--- config.mk ---
export PLATFORM = sky130hd
export DESIGN_NAME = lead_norm_ctrl
export DESIGN_NICKNAME = d
export VERILOG_FILES = /design/src/rtl/norm_pkg.sv /design/src/rtl/norm_shreg.sv /design/src/rtl/lead_norm_ctrl.sv
export SDC_FILE = /design/constraint.sdc
export NUM_CORES = 1
export LEC_CHECK = 0
export ABC_AREA = 1
export BUFFER_PORTS_ARGS = -buffer_cell sky130_fd_sc_hd__buf_2
export CORE_ASPECT_RATIO = 1.5
export CORE_MARGIN = 4
export CORE_UTILIZATION = 28
export CTS_CLUSTER_DIAMETER = 50
export CTS_CLUSTER_SIZE = 8
export DETAILED_ROUTE_END_ITERATION = 12
export GPL_TIMING_DRIVEN = 0
export PLACE_DENSITY_LB_ADDON = 0.15
export SLEW_MARGIN = 20
export SYNTH_ARGS = -nofsm -noshare
export SYNTH_HDL_FRONTEND = slang
export SYNTH_HIERARCHICAL = 1
export SYNTH_SLANG_ARGS = --single-unit
--- constraint.sdc ---
create_clock -name clk -period 1.27 [get_ports clk]
set_clock_uncertainty 0.1 [all_clocks]
set_input_delay 0.254 -clock clk [delete_from_list [all_inputs] [get_ports clk]]
set_output_delay 0.254 -clock clk [all_outputs]
set_load 0.05 [all_outputs]
--- src/rtl/norm_pkg.sv ---
// Shared constants and FSM state encoding for the leading-zero normalizer.
// Optional abort input is enabled by defining NORM_ABORT_EN.
package norm_pkg;

    localparam int WIDTH      = 16;
    localparam int CNT_W      = 5;
    localparam int ZERO_SHAMT = 16;

    typedef enum logic [1:0] {
        IDLE  = 2'd0,
        SHIFT = 2'd1,
        DONE  = 2'd2
    } norm_state_e;

endpackage

--- src/rtl/norm_shreg.sv ---
// Datapath register for the normalizer: parallel load, shift-left by one
// with zero fill, or hold. Load wins when both controls are asserted.
module norm_shreg #(
    parameter int W = norm_pkg::WIDTH
) (
    input  logic         clk,
    input  logic         rst,
    input  logic         ld_i,
    input  logic         shl_en_i,
    input  logic [W-1:0] d_i,
    output logic [W-1:0] q_o,
    output logic         msb_o
);

    logic [W-1:0] q_q;
    logic [W-1:0] q_d;

    always_comb begin
        q_d = q_q;
        if (ld_i) begin
            q_d = d_i;
        end else if (shl_en_i) begin
            q_d = {q_q[W-2:0], 1'b0};
        end
    end

    always_ff @(posedge clk or posedge rst) begin
        if (rst) begin
            q_q <= '0;
        end else begin
            q_q <= q_d;
        end
    end

    assign q_o   = q_q;
    assign msb_o = q_q[W-1];

endmodule

--- src/rtl/lead_norm_ctrl.sv ---
// Leading-zero normalizer: shifts the operand left one bit per cycle until
// its MSB is set, counting shifts. Define NORM_ABORT_EN to add the abort input.
module lead_norm_ctrl #(
    parameter int WIDTH = norm_pkg::WIDTH,
    parameter int CNT_W = norm_pkg::CNT_W
) (
    input  logic             clk,
    input  logic             rst,
`ifdef NORM_ABORT_EN
    input  logic             abort,
`endif
    input  logic             start,
    input  logic [WIDTH-1:0] din,
    output logic             busy,
    output logic             done,
    output logic [WIDTH-1:0] dout,
    output logic [CNT_W-1:0] shamt,
    output logic             zero
);

    import norm_pkg::*;

    localparam logic [CNT_W-1:0] SHAMT_ONE  = CNT_W'(1);
    localparam logic [CNT_W-1:0] SHAMT_ZERO = CNT_W'(ZERO_SHAMT);

    norm_state_e      state_q, state_d;
    logic [CNT_W-1:0] shamt_q, shamt_d;
    logic             zero_q, zero_d;
    logic             ld;
    logic             shl_en;
    logic             msb;
    logic             abort_hit;

`ifdef NORM_ABORT_EN
    assign abort_hit = abort;
`else
    assign abort_hit = 1'b0;
`endif

    norm_shreg #(.W(WIDTH)) u_shreg (
        .clk      (clk),
        .rst      (rst),
        .ld_i     (ld),
        .shl_en_i (shl_en),
        .d_i      (din),
        .q_o      (dout),
        .msb_o    (msb)
    );

    always_comb begin
        state_d = state_q;
        shamt_d = shamt_q;
        zero_d  = zero_q;
        ld      = 1'b0;
        shl_en  = 1'b0;
        case (state_q)
            IDLE: begin
                if (start) begin
                    ld      = 1'b1;
                    shamt_d = '0;
                    zero_d  = (din == '0);
                    state_d = SHIFT;
                end
            end
            SHIFT: begin
                // Abort leaves the partial result visible in dout/shamt.
                if (abort_hit) begin
                    state_d = IDLE;
                end else if (zero_q) begin
                    shamt_d = SHAMT_ZERO;
                    state_d = DONE;
                end else if (msb) begin
                    state_d = DONE;
                end else begin
                    shl_en  = 1'b1;
                    shamt_d = shamt_q + SHAMT_ONE;
                end
            end
            DONE: begin
                state_d = IDLE;
            end
            default: begin
                state_d = IDLE;
            end
        endcase
    end

    always_ff @(posedge clk or posedge rst) begin
        if (rst) begin
            state_q <= IDLE;
            shamt_q <= '0;
            zero_q  <= 1'b0;
        end else begin
            state_q <= state_d;
            shamt_q <= shamt_d;
            zero_q  <= zero_d;
        end
    end

    assign busy  = (state_q == SHIFT);
    assign done  = (state_q == DONE);
    assign shamt = shamt_q;
    assign zero  = zero_q;

endmodule

## Word level (Yosys, flattened, before mapping)

Index checks and enable logic that the tools add are counted.

- Add/sub/neg operators: 1
- Multiply operators: 0
- Div/mod/pow operators: 0
- $lt $le $gt $ge: 0
- Equality and inequality tests: 5
- Shift operators: 0
- Multiplexer cells: 15
- Bitwise logic cells: 0
- Reduce and logical (&&, ||, !) cells: 7

Operators with widths:

| cell | count |
|---|---|
| 16-bit 2-to-1 mux | 2 |
| 16-bit logical NOT | 1 |
| 5-bit 2-to-1 mux | 3 |
| 5-bit one-hot mux with 2 select lines | 1 |
| 2-bit 2-to-1 mux | 3 |
| 5-bit by 1-bit adder with 5-bit output, second input constant | 1 |
| 1-bit 2-to-1 mux | 5 |
| 2-bit one-hot mux with 2 select lines | 1 |
| 2-bit AND reduction | 2 |
| 2-bit nonzero test | 2 |
| 3-bit by 1-bit inequality test with 1-bit output, second input constant | 1 |
| 3-bit inequality test, second input constant | 1 |
| 3-bit AND reduction | 1 |
| 2-bit by 1-bit equality test with 1-bit output, second input constant | 1 |
| 2-bit equality test, second input constant | 1 |
| 2-bit logical NOT | 1 |
| 2-bit inequality test, second input constant | 1 |

- Bits in registers: 24
- Bits in latches: 0
- Memory bits (writable): 0
- ROM bits: 0
- Bits of input ports: 19
- Output and inout port bits: 24
- Memories kept: 0

## Logic depth before layout (Yosys ltp)

Gate-level depths: netlist of run 1.

- Word-level depth: 5
- Depth in mapped cells: 9
- Gate-level depth less buffers: 7

## Cells and area by module

Netlist of run 1, hierarchy kept.

By module, submodules not included:

| module | instances | cells each | area an instance (um^2) |
|---|---|---|---|
| norm_shreg | 1 | 89 | 763.2 |
| lead_norm_ctrl | 1 | 78 | 506.7 |

## Worst setup path before layout of run 1

No wires, ideal clock.

- Path type: register to register
- Start point: register zero_q, in the netlist zero
- End point: register u_shreg.q_q[10], in the netlist u_shreg/q_o[10]
- Setup time: 0.126 ns
- Data arrival time: 1.486 ns
- Required time: 1.044 ns
- Setup slack: -0.442 ns
- Stages on the path, launching flop included: 8
- Cell sequence: dfrtp_1 > inv_1 > nand3_2 > clkinv_1 > buf_4 > buf_4 > nand3_1 > nand3_1

- Longest elaborated chain between the ends: 3

RTL lines:

| item | RTL line | source |
|---|---|---|
| start, declared | lead_norm_ctrl.sv:28 | `logic zero_q, zero_d;` |
| start signal, assigned | lead_norm_ctrl.sv:96 | `zero_q <= zero_d;` |
| 1-bit 2-to-1 mux | lead_norm_ctrl.sv:69 | `end else if (zero_q) begin` |
| 1-bit 2-to-1 mux | lead_norm_ctrl.sv:56 | `case (state_q)` |
| named net shl_en | lead_norm_ctrl.sv:30 | `logic shl_en;` |
| 2-bit nonzero test (no source line) | - |  |
| end signal, assigned | norm_shreg.sv:31 | `q_q <= q_d;` |
| end, declared | norm_shreg.sv:15 | `logic [W-1:0] q_q;` |

The timed path passes the listed nets, and every way through them passes these cells.
A chain may end at the register's enable or synchronous reset.

## Worst setup path in the final report of run 1

- Start point: register state_q[1]
- End point: register u_shreg.q_q[10], in the netlist u_shreg/q_o[10]

- Longest elaborated chain between the ends: 3
- Elaborated cells between the ends (all ways): 6
- Those cells by class: eq/ne (1); mux (3); reduce/logical (2)

RTL lines:

| item | RTL line | source |
|---|---|---|
| start, declared | lead_norm_ctrl.sv:26 | `norm_state_e state_q, state_d;` |
| start signal, assigned | lead_norm_ctrl.sv:94 | `state_q <= state_d;` |
| 2-bit by 1-bit equality test with 1-bit output | lead_norm_ctrl.sv:56 |  |
| 1-bit 2-to-1 mux | lead_norm_ctrl.sv:56 |  |
| named net shl_en | lead_norm_ctrl.sv:30 |  |
| 2-bit nonzero test (no source line) | - |  |

The timed path passes the listed nets, and every way through them passes these cells.

==> metrics.txt, run 1 <==
Hold Fails Final Rpt 0; Pint approximately 0.0011 W; maxcap violations 0; global-route wire length before repair between 6000 and 7000 µm; Area growth syn-to-layout 74.38%; CP endpoint kind flop; critical path type flop to flop; vias in the first global route approximately 1400; proportion of layout cells with a drive suffix above 1 ~54%; first-iteration detailed-routing DRC count 47; total number of vias 1380; syn avg cell area ~7.6 µm²; CP arrival around 1.5 ns; post-synthesis compound-gate area fraction under 10%; sequential cell area slightly above 600 µm²; Hold Crit Class primary input to flop; Pleak around 1.2 nW; Design Power about 0.0014 W; crit-path max FO 7; clock sink count 24; ranking of synthesized cells by area dfrtp_1 (47%), nand2_1 (17%), nand3_1 (15%); CTS tree yes; syn_nets between 150 and 200; Final nets about 260; WP data required about 1.3 ns; gpl congestion 0.7255; DP Area approximately 1600 µm²; commonest cells after routing, fill and taps aside nand2_1 (49), buf_4 (30), nand3_1 (19), buf_6 (19), buf_2 (18); final-report max-slew violation count 0; initial antenna violation count 0; post-route clock period utilization 110.6%; setup TNS -1.502 ns; clk buf depth 2; relative slew slack 74.45%; synth unique cells 19; # port buffers 42; failing checks setup timing; min Tclk post-route 1.405 ns; total CTS buffers 3; clock power share about two fifths; # fillers roughly 430; Rows 29; pin count of the biggest net entering global routing 17; gr usage total approximately 14%; Simple-Gate Fraction of Synth Area about two fifths; die area 5699 µm²; FF+latch count, synth 24; Post-Place Setup Slack -0.2576 ns; die width 62.99 µm; Starting Density 29.41%; Root Driver clkbuf_8; P per Cell Area 611.7 nW/µm²; wire per inst 13.50 µm; fraction of synthesized area in multiplexers 0%; post-detail-place hpwl between 2000 and 3000 µm; Final setup viols 20; synthesized area 1270 µm²; fmax 711.7 MHz; largest family of logic cells by synthesized area simple AND/OR/NAND/NOR gates; outcome finished, violations left; Design Area, Final ~2200 µm²; Worst-Skew Late Latency ~0.27 ns; NetSw approximately 0.00029 W; Inserted Diodes 0; Worst-Margin Slew about 0.38 ns; Startpoint Class flop; top cell type's share of synthesized area between 40% and 50%; post-synthesis cell count 167; Post-DRT Antenna Nets 0; most common cell after layout, fill and taps aside nand2_1; switch share 21.27%; DRC violations left 0; Reg clk slew, reported paths ~0.090 ns; I/O pin count 43; Comb power frac approximately 4.7%; die height 90.48 µm; DR vias/cell approximately 4.8; Synth Warn # 6; area share of fa/ha/maj cells after synthesis less than 1%; Placed Cells incl. Taps around 260; unrepaired setup endpoints after global routing true; Routed WL between 3000 and 4000 µm; multi-input logic area about 740 µm²; final worst slack -0.1350 ns; TritonRoute pass-1 iters 4; core area 4318 µm²; Layout Cells excl Fill 286; cell taking the most area after synthesis dfrtp_1; H-tree levels 1; Seq pwr share approximately 56%; Peak VDD IR between 0.0004 and 0.0005 V; post-synthesis xor/xnor area fraction 0%; Seq/Total Area, Yosys a little under half; total gr overflow 0
==> metal layers <==
layer	track usage (%)	wire length, µm
met2	26.17	2075
met5	0	0
met1	15.89	1558
met4	3.867	41
met3	2.366	184
==> critical path, stage by stage, from the launching register on <==
cell	delay [ns]
dfrtp_1	0.42
nor2_4	0.16
nand3_4	0.12
clkinv_8	0.09
nor2_8	0.05
buf_12	0.12
buf_8	0.13
nand2_2	0.06
nand3_2	0.05
==> power groups by stage <==
stage,Sequential [W],Clock [W],Combinational (W)
final,0.000763,0.000528,0.0000636
after global routing,0.000764,0.000597,0.0000755
after detailed placement,0.000779,0,0.0000604
after floorplan,0.000779,0,0.0000188
after global placement,0.000779,0,0.0000606
after CTS,0.000763,0.000549,0.0000638
==> cells in the mapped netlist (all sizes together) <==
cell type  number
dfrtp          24
ha              1
nor2           19
inv            13
o21ai           2
nand4           1
nand3          38
clkinv          1
nand2          59
a21oi           1
buf             7
or2             1
==> repair_timing <==
action | CTS | global route
setup endpoints to repair | 40 | 48
pin swaps | 4 | 10
hold buffers | 1 | 0
resized for setup | 55 | 52
endpoints found under the hold margin | 24 | 0
buffers inserted | 17 | 9
cloned | 2 | 1
==> registers in the layout (all words and copies together) (netlist names) <==
| register | count |
|---|---|
| shamt | 5 |
| state_q | 2 |
| u_shreg/q_o | 16 |
| zero | 1 |
==> through the flow <==
step / hold slack, ns / utilization (%)
final: 0.1054 / 51.29
after global placement: 0.1305 / 36.13
after global routing: 0.1159 / 51.29
after floorplan: -0.03061 / -
after CTS: 0.09926 / 45.29
after detailed placement: 0.1337 / 36.13
==> layout make-up <==
cell class	instances	area share [%]
inverter	14	3.446
multi-input combinational	122	33.39
tap	46	2.599
sequential	24	27.51
timing repair buffer	71	27.85
clock buffer	4	2.486
buffer	5	2.712
==> worst paths after layout <==
path	start	cells after the start	endpoint	slack, ns
max	state_q[1]	8	u_shreg/q_o[10]	-0.14
min	din[0]	3	u_shreg/q_o[0]	0.11
max reg2reg	state_q[1]	8	u_shreg/q_o[10]	-0.14
min reg2reg	u_shreg/q_o[9]	2	u_shreg/q_o[9]	0.44
max in group asynchronous	rst	3	u_shreg/q_o[4]	0.39
min in group asynchronous	rst	3	shamt[3]	0.40
==> kinds of logic (layout without fill, tap and decap cells) <==
| logic type | count (synthesis) | count (layout) |
|---|---|---|
| AND/OR/NAND/NOR | 118 | 118 |
| flip-flops | 24 | 24 |
| buffers and inverters | 21 | 94 |
| AO/OA/AOI/OAI | 3 | 3 |
| adder cells (fa/ha/maj) | 1 | 1 |
Note: power is estimated with default switching activity, not from simulation.
==> inputs of run 2 (changes only) <==
--- a/config.mk
+++ b/config.mk
@@ -15,6 +15,7 @@
 export DETAILED_ROUTE_END_ITERATION = 12
 export GPL_TIMING_DRIVEN = 0
 export PLACE_DENSITY_LB_ADDON = 0.15
+export SKIP_CTS_REPAIR_TIMING = 1
 export SLEW_MARGIN = 20
 export SYNTH_ARGS = -nofsm -noshare
 export SYNTH_HDL_FRONTEND = slang
==> constraint.sdc (replaced) <==
create_clock -name clk -period 1.27 [get_ports clk]
set_clock_uncertainty 0.1 [all_clocks]
set_input_delay 0 -clock clk [delete_from_list [all_inputs] [get_ports clk]]
set_output_delay 0 -clock clk [all_outputs]
set_load 0.05 [all_outputs]
==> run 2 against run 1 <==
  * Final cell count up 0.35%
  * First-iteration DRC count up 28%
  * Sequential power about the same
  * The flow finishes with violations (hold timing, setup timing)
  * Clock power up 1%
  * Total power up 3.2%
==> metrics.txt, run 2 (synthesis gave the netlist of run 1 again) <==
Design Power ~0.0014 W; maxcap violations 0; Root Driver clkbuf_8; global-route wire length before repair roughly 5700 µm; vias in the first global route between 1000 and 1500; die height a little over 90 µm; critical path type flop to flop; post-detail-place hpwl approximately 2600 µm; failing checks hold timing, setup timing; wire per inst 12.91 µm; Worst-Margin Slew roughly 0.66 ns; gr usage total between 10% and 20%; Pleak 1.054 nW; DRC violations left 0; relative slew slack 55.72%; post-route clock period utilization 114.1%; Final setup viols 16; CP endpoint kind flop; commonest cells after routing, fill and taps aside nand2_1 (54), buf_2 (42), nand3_1 (35); Routed WL 3706 µm; Inserted Diodes 0; Seq pwr share around 55%; final worst slack -0.1793 ns; die width around 63 µm; NetSw 0.0002995 W; switch share between 20% and 30%; core area approximately 4300 µm²; fmax a little under 700 MHz; pin count of the biggest net entering global routing 17; Reg clk slew, reported paths around 0.090 ns; Worst-Skew Late Latency between 0.2 and 0.3 ns; total CTS buffers 3; Final nets around 260; first-iteration detailed-routing DRC count 60; clock sink count 24; Startpoint Class flop; unrepaired setup endpoints after global routing true; CTS tree yes; gpl congestion around 0.73; I/O pin count between 40 and 50; CP arrival roughly 1.5 ns; Min Hold Slack -0.07795 ns; Hold Crit Class primary input to flop; initial antenna violation count 0; Starting Density between 20% and 30%; Final Util 44.97%; WP data required about 1.3 ns; Peak VDD IR 0.0004300 V; total gr overflow 0; P per Cell Area approximately 720 nW/µm²; Area growth syn-to-layout 52.91%; final-report max-slew violation count 0; # fillers between 400 and 500; Layout Cells excl Fill ~290; clock power share 38.2%; DR vias/cell about 4.6; crit-path max FO 8; total number of vias around 1300; H-tree levels 1; Pint 0.001098 W; min Tclk post-route between 1 and 1.5 ns; max reg flops 16; Comb power frac under 10%; # port buffers 42; outcome finished, violations left; proportion of layout cells with a drive suffix above 1 between 30% and 40%; Post-DRT Antenna Nets 0; TritonRoute pass-1 iters 4; Placed Cells incl. Taps roughly 260; Rows 29; Hold Fails Final Rpt 2; setup TNS -2.067 ns; die area approximately 5700 µm²; most common cell after layout, fill and taps aside nand2_1; clk buf depth 2
run 2: cell types whose count changed in the layout (fill, tap and decap cells not counted), sizes merged:
| cell | previous run | this run |
|---|---|---|
| dlygate4sd3 | 1 | 17 |
| clkinvlp | 1 | 0 |
| buf | 72 | 58 |
| clkinv | 1 | 0 |
| inv | 12 | 14 |
| clkbuf | 7 | 6 |
run 2: cell type report:
type	instances	area [µm²]	area share [%]
Sequential cell	24	605.6	31.19
Multi-Input combinational cell	122	605.6	31.19
Timing Repair Buffer	70	483.0	24.87
Buffer	7	80.08	4.124
Tap cell	46	57.56	2.964
Clock buffer	4	55.05	2.835
Inverter	14	55.05	2.835
run 2: path summary, 6_finish.rpt:
path | from | end | slack, ns | cells past startpoint
max | state_q[0] | u_shreg/q_o[7] | -0.18 | 9
min | start | state_q[0] | -0.08 | 3
max reg2reg | state_q[0] | u_shreg/q_o[7] | -0.18 | 9
min reg2reg | u_shreg/q_o[6] | u_shreg/q_o[6] | 0.42 | 2
max in group asynchronous | rst | u_shreg/q_o[13] | 0.38 | 3
min in group asynchronous | rst | shamt[3] | 0.12 | 3
run 2: through the flow:
step	hold slack [ns]	setup WS [ns]	cell area [µm²]
floorplan	-0.2846	-0.3291	1292
global placement	-0.1235	-0.2604	1560
detailed placement	-0.1203	-0.2576	1560
CTS	-0.4194	-0.2689	1615
global route	-0.06765	-0.2648	1942
finish	-0.07795	-0.1793	1942
run 2: critical path, stage by stage (launching register included):
cell       delay [ns]
dfrtp_1          0.41
inv_2            0.08
nor2_4           0.11
nand3_4          0.11
inv_4            0.08
buf_8            0.13
nor2_8           0.05
clkbuf_16        0.15
nand2_1          0.06
nand3_1          0.06
run 2: metal layers:
layer | GRT usage (%) | up-vias | wire length (µm) | part of all wire (%)
li1 | - | 678 | - | -
met2 | 23.44 | 31 | 2030 | 55
met5 | 0 | - | 0 | 0
met3 | 2.491 | 5 | 154 | 4.2
met4 | 3.867 | 0 | 42 | 1.1
met1 | 13.49 | 618 | 1478 | 40
run 2: power groups by stage:
stage	Sequential [W]	Clock, W	Combinational (W)
CTS	0.000763	0.000549	0.0000604
global route	0.000764	0.000595	0.000116
detailed placement	0.000779	0	0.0000604
global placement	0.000779	0	0.0000606
finish	0.000763	0.000534	0.000100
floorplan	0.000779	0	0.0000188
==> inputs of run 3 (changes only) <==
--- a/config.mk
+++ b/config.mk
@@ -10,8 +10,8 @@
 export CORE_ASPECT_RATIO = 1.5
 export CORE_MARGIN = 4
 export CORE_UTILIZATION = 28
+export CTS_BUF_LIST = sky130_fd_sc_hd__clkbuf_4
 export CTS_CLUSTER_DIAMETER = 50
-export CTS_CLUSTER_SIZE = 8
 export DETAILED_ROUTE_END_ITERATION = 12
 export GPL_TIMING_DRIVEN = 0
 export PLACE_DENSITY_LB_ADDON = 0.15
==> run 3 against run 2 <==
  * The flow finishes with violations (setup timing)
  * Final cell count increased by 1.0%
  * Highest routed layer unchanged
  * Sequential cell count unchanged
  * Sequential share of layout area shrank 1.0 points
  * Core utilization up 1.6 points
  * Clock power down 33%
  * Count of clock-buffer cells in the layout is 1 lower
  * First-iteration DRC count grew 12%
  * Global-route usage is 0.052 points lower
  * Fmax fell by 2.4%
  * Combinational power is essentially flat
  * Final area is 3.5% higher
  * Total power decreased by 13%
==> metrics.txt, run 3 (synthesis gave the netlist of run 1 again) <==
failing checks setup timing; CP endpoint kind flop; gpl congestion slightly above 0.7; setup TNS -2.698 ns; clock sink count 24; RR Endpoint u_shreg/q_o[0]; clock power share between 20% and 30%; post-detail-place hpwl 2553 µm; sequential cell area about 610 µm²; Layout Cells excl Fill 290; most common cell after layout, fill and taps aside nand2_1; # port buffers 42; CP arrival 1.66 ns; Comb power frac about 8.4%; I/O pin count 43; delay of the slowest cell on the worst path 0.44 ns; global-route wire length before repair 5713 µm; pin count of the biggest net entering global routing 17; max reg flops 16; die height roughly 90 µm; Pint around 0.00094 W; die width around 63 µm; vias in the first global route about 1300; TritonRoute pass-1 iters 4; NetSw approximately 0.00028 W; reg-to-reg slack, setup -0.22 ns; commonest cells after routing, fill and taps aside nand2_1 (49), buf_2 (40), nand3_1 (27); Final nets around 270; critical path type flop to flop; gr usage total around 12%; initial antenna violation count 0; slowest CP cell dfrtp_1; unrepaired setup endpoints after global routing true; proportion of layout cells with a drive suffix above 1 roughly two fifths; Worst-Margin Slew between 0.6 and 0.7 ns; Hold Fails Final Rpt 0; min Tclk post-route 1.486 ns; Worst-Skew Late Latency around 0.32 ns; Root Driver clkbuf_4; Final setup viols 17; Rows 29; CTS tree yes; final worst slack -0.2156 ns; Placed Cells incl. Taps approximately 260; first-iteration detailed-routing DRC count 67; final-report max-slew violation count 0; CP cell instances inv_2 > nor2_4 > nand3_4 > inv_4 > buf_8 > nor2_8 > clkbuf_16 > nand2_1 > nand2_1; crit-path max FO 8; switch share a little under a quarter; Post-DRT Antenna Nets 0; Starting Density roughly 29%; multi-input logic area between 600 and 700 µm²; H-tree levels 1; DR vias/cell approximately 4.6; die area ~5700 µm²; Reg2Reg Depth 9; core area 4318 µm²; r2r startpoint state_q[0]; total number of vias between 1000 and 1500; WP data required 1.44 ns; Pleak 1.148 nW; post-route clock period utilization 117.0%; Startpoint Class flop; # fillers ~430; CP most frequent cell nand2_1; Area growth syn-to-layout 58.23%; total gr overflow 0; DRC violations left 0; Reg clk slew, reported paths around 0.14 ns; relative slew slack between 50% and 60%; wire per inst between 10 and 15 µm; fmax between 600 and 700 MHz; clk buf depth 2; Hold Crit Class primary input to asynchronous set/reset pin; Seq pwr share a little over three fifths; Peak VDD IR about 0.00042 V; P per Cell Area 608.2 nW/µm²; outcome finished, violations left; total CTS buffers 3; Inserted Diodes 0; Routed WL between 3000 and 4000 µm; maxcap violations 0
run 3: cell count changes in the layout (fill, tap and decap cells not counted), sizes merged:
cell and change:
clkbuf -1, buf +2, clkinv +1, dlygate4sd3 +1
run 3: layer usage:
layer  vias to the layer above  track usage, %  routed length, µm
met5                         -               0                  0
met1                       617           13.18               1533
li1                        683               -                  -
met3                         2           2.117                145
met4                         0           3.867                 23
met2                        28           23.88               2078
run 3: critical path, delay by kind of cell (launching register included):
| kind | cells | cell delay, ns |
|---|---|---|
| buffers and inverters | 4 | 0.46 |
| flip-flops | 1 | 0.44 |
| AND/OR/NAND/NOR | 5 | 0.42 |
run 3: power groups by stage:
stage | Sequential [W] | Clock [W] | Combinational [W]
floorplan | 0.000779 | 0 | 0.0000188
global placement | 0.000779 | 0 | 0.0000606
detailed placement | 0.000779 | 0 | 0.0000604
CTS | 0.000764 | 0.000372 | 0.0000604
global route | 0.000765 | 0.000412 | 0.000118
finish | 0.000764 | 0.000356 | 0.000102
run 3: stage by stage:
step	instance area, µm²	power, W	util [%]	setup WS, ns	hold WS, ns
4_1_cts	1587	0.001196	36.74	-0.2751	-0.4881
5_1_grt	2009	0.001295	46.54	-0.2695	0.06678
2_1_floorplan	1292	0.0007974	-	-0.3291	-0.2846
3_5_place_dp	1560	0.0008389	36.13	-0.2576	-0.1203
6_report	2009	0.001222	46.54	-0.2156	0.05754
3_3_place_gp	1560	0.0008392	36.13	-0.2604	-0.1235
run 3: worst max path at each step:
stage / start / to / slack (ns)
after floorplan: state_q[0] / u_shreg/q_o[10] / -0.33
after global placement: state_q[1] / u_shreg/q_o[9] / -0.26
after detailed placement: state_q[1] / u_shreg/q_o[7] / -0.26
after CTS: state_q[1] / u_shreg/q_o[9] / -0.28
after global routing: state_q[0] / u_shreg/q_o[0] / -0.27
final: state_q[0] / u_shreg/q_o[0] / -0.22
run 3: layout make-up:
type                       instances  share of cell area (%)
sequential                        24                   30.14
timing repair buffer              73                   25.59
clock inverter                     1                  0.1868
multi-input combinational        122                   33.25
inverter                          14                   2.740
clock buffer                       3                   1.121
tap                               46                   2.864
buffer                             7                   4.110
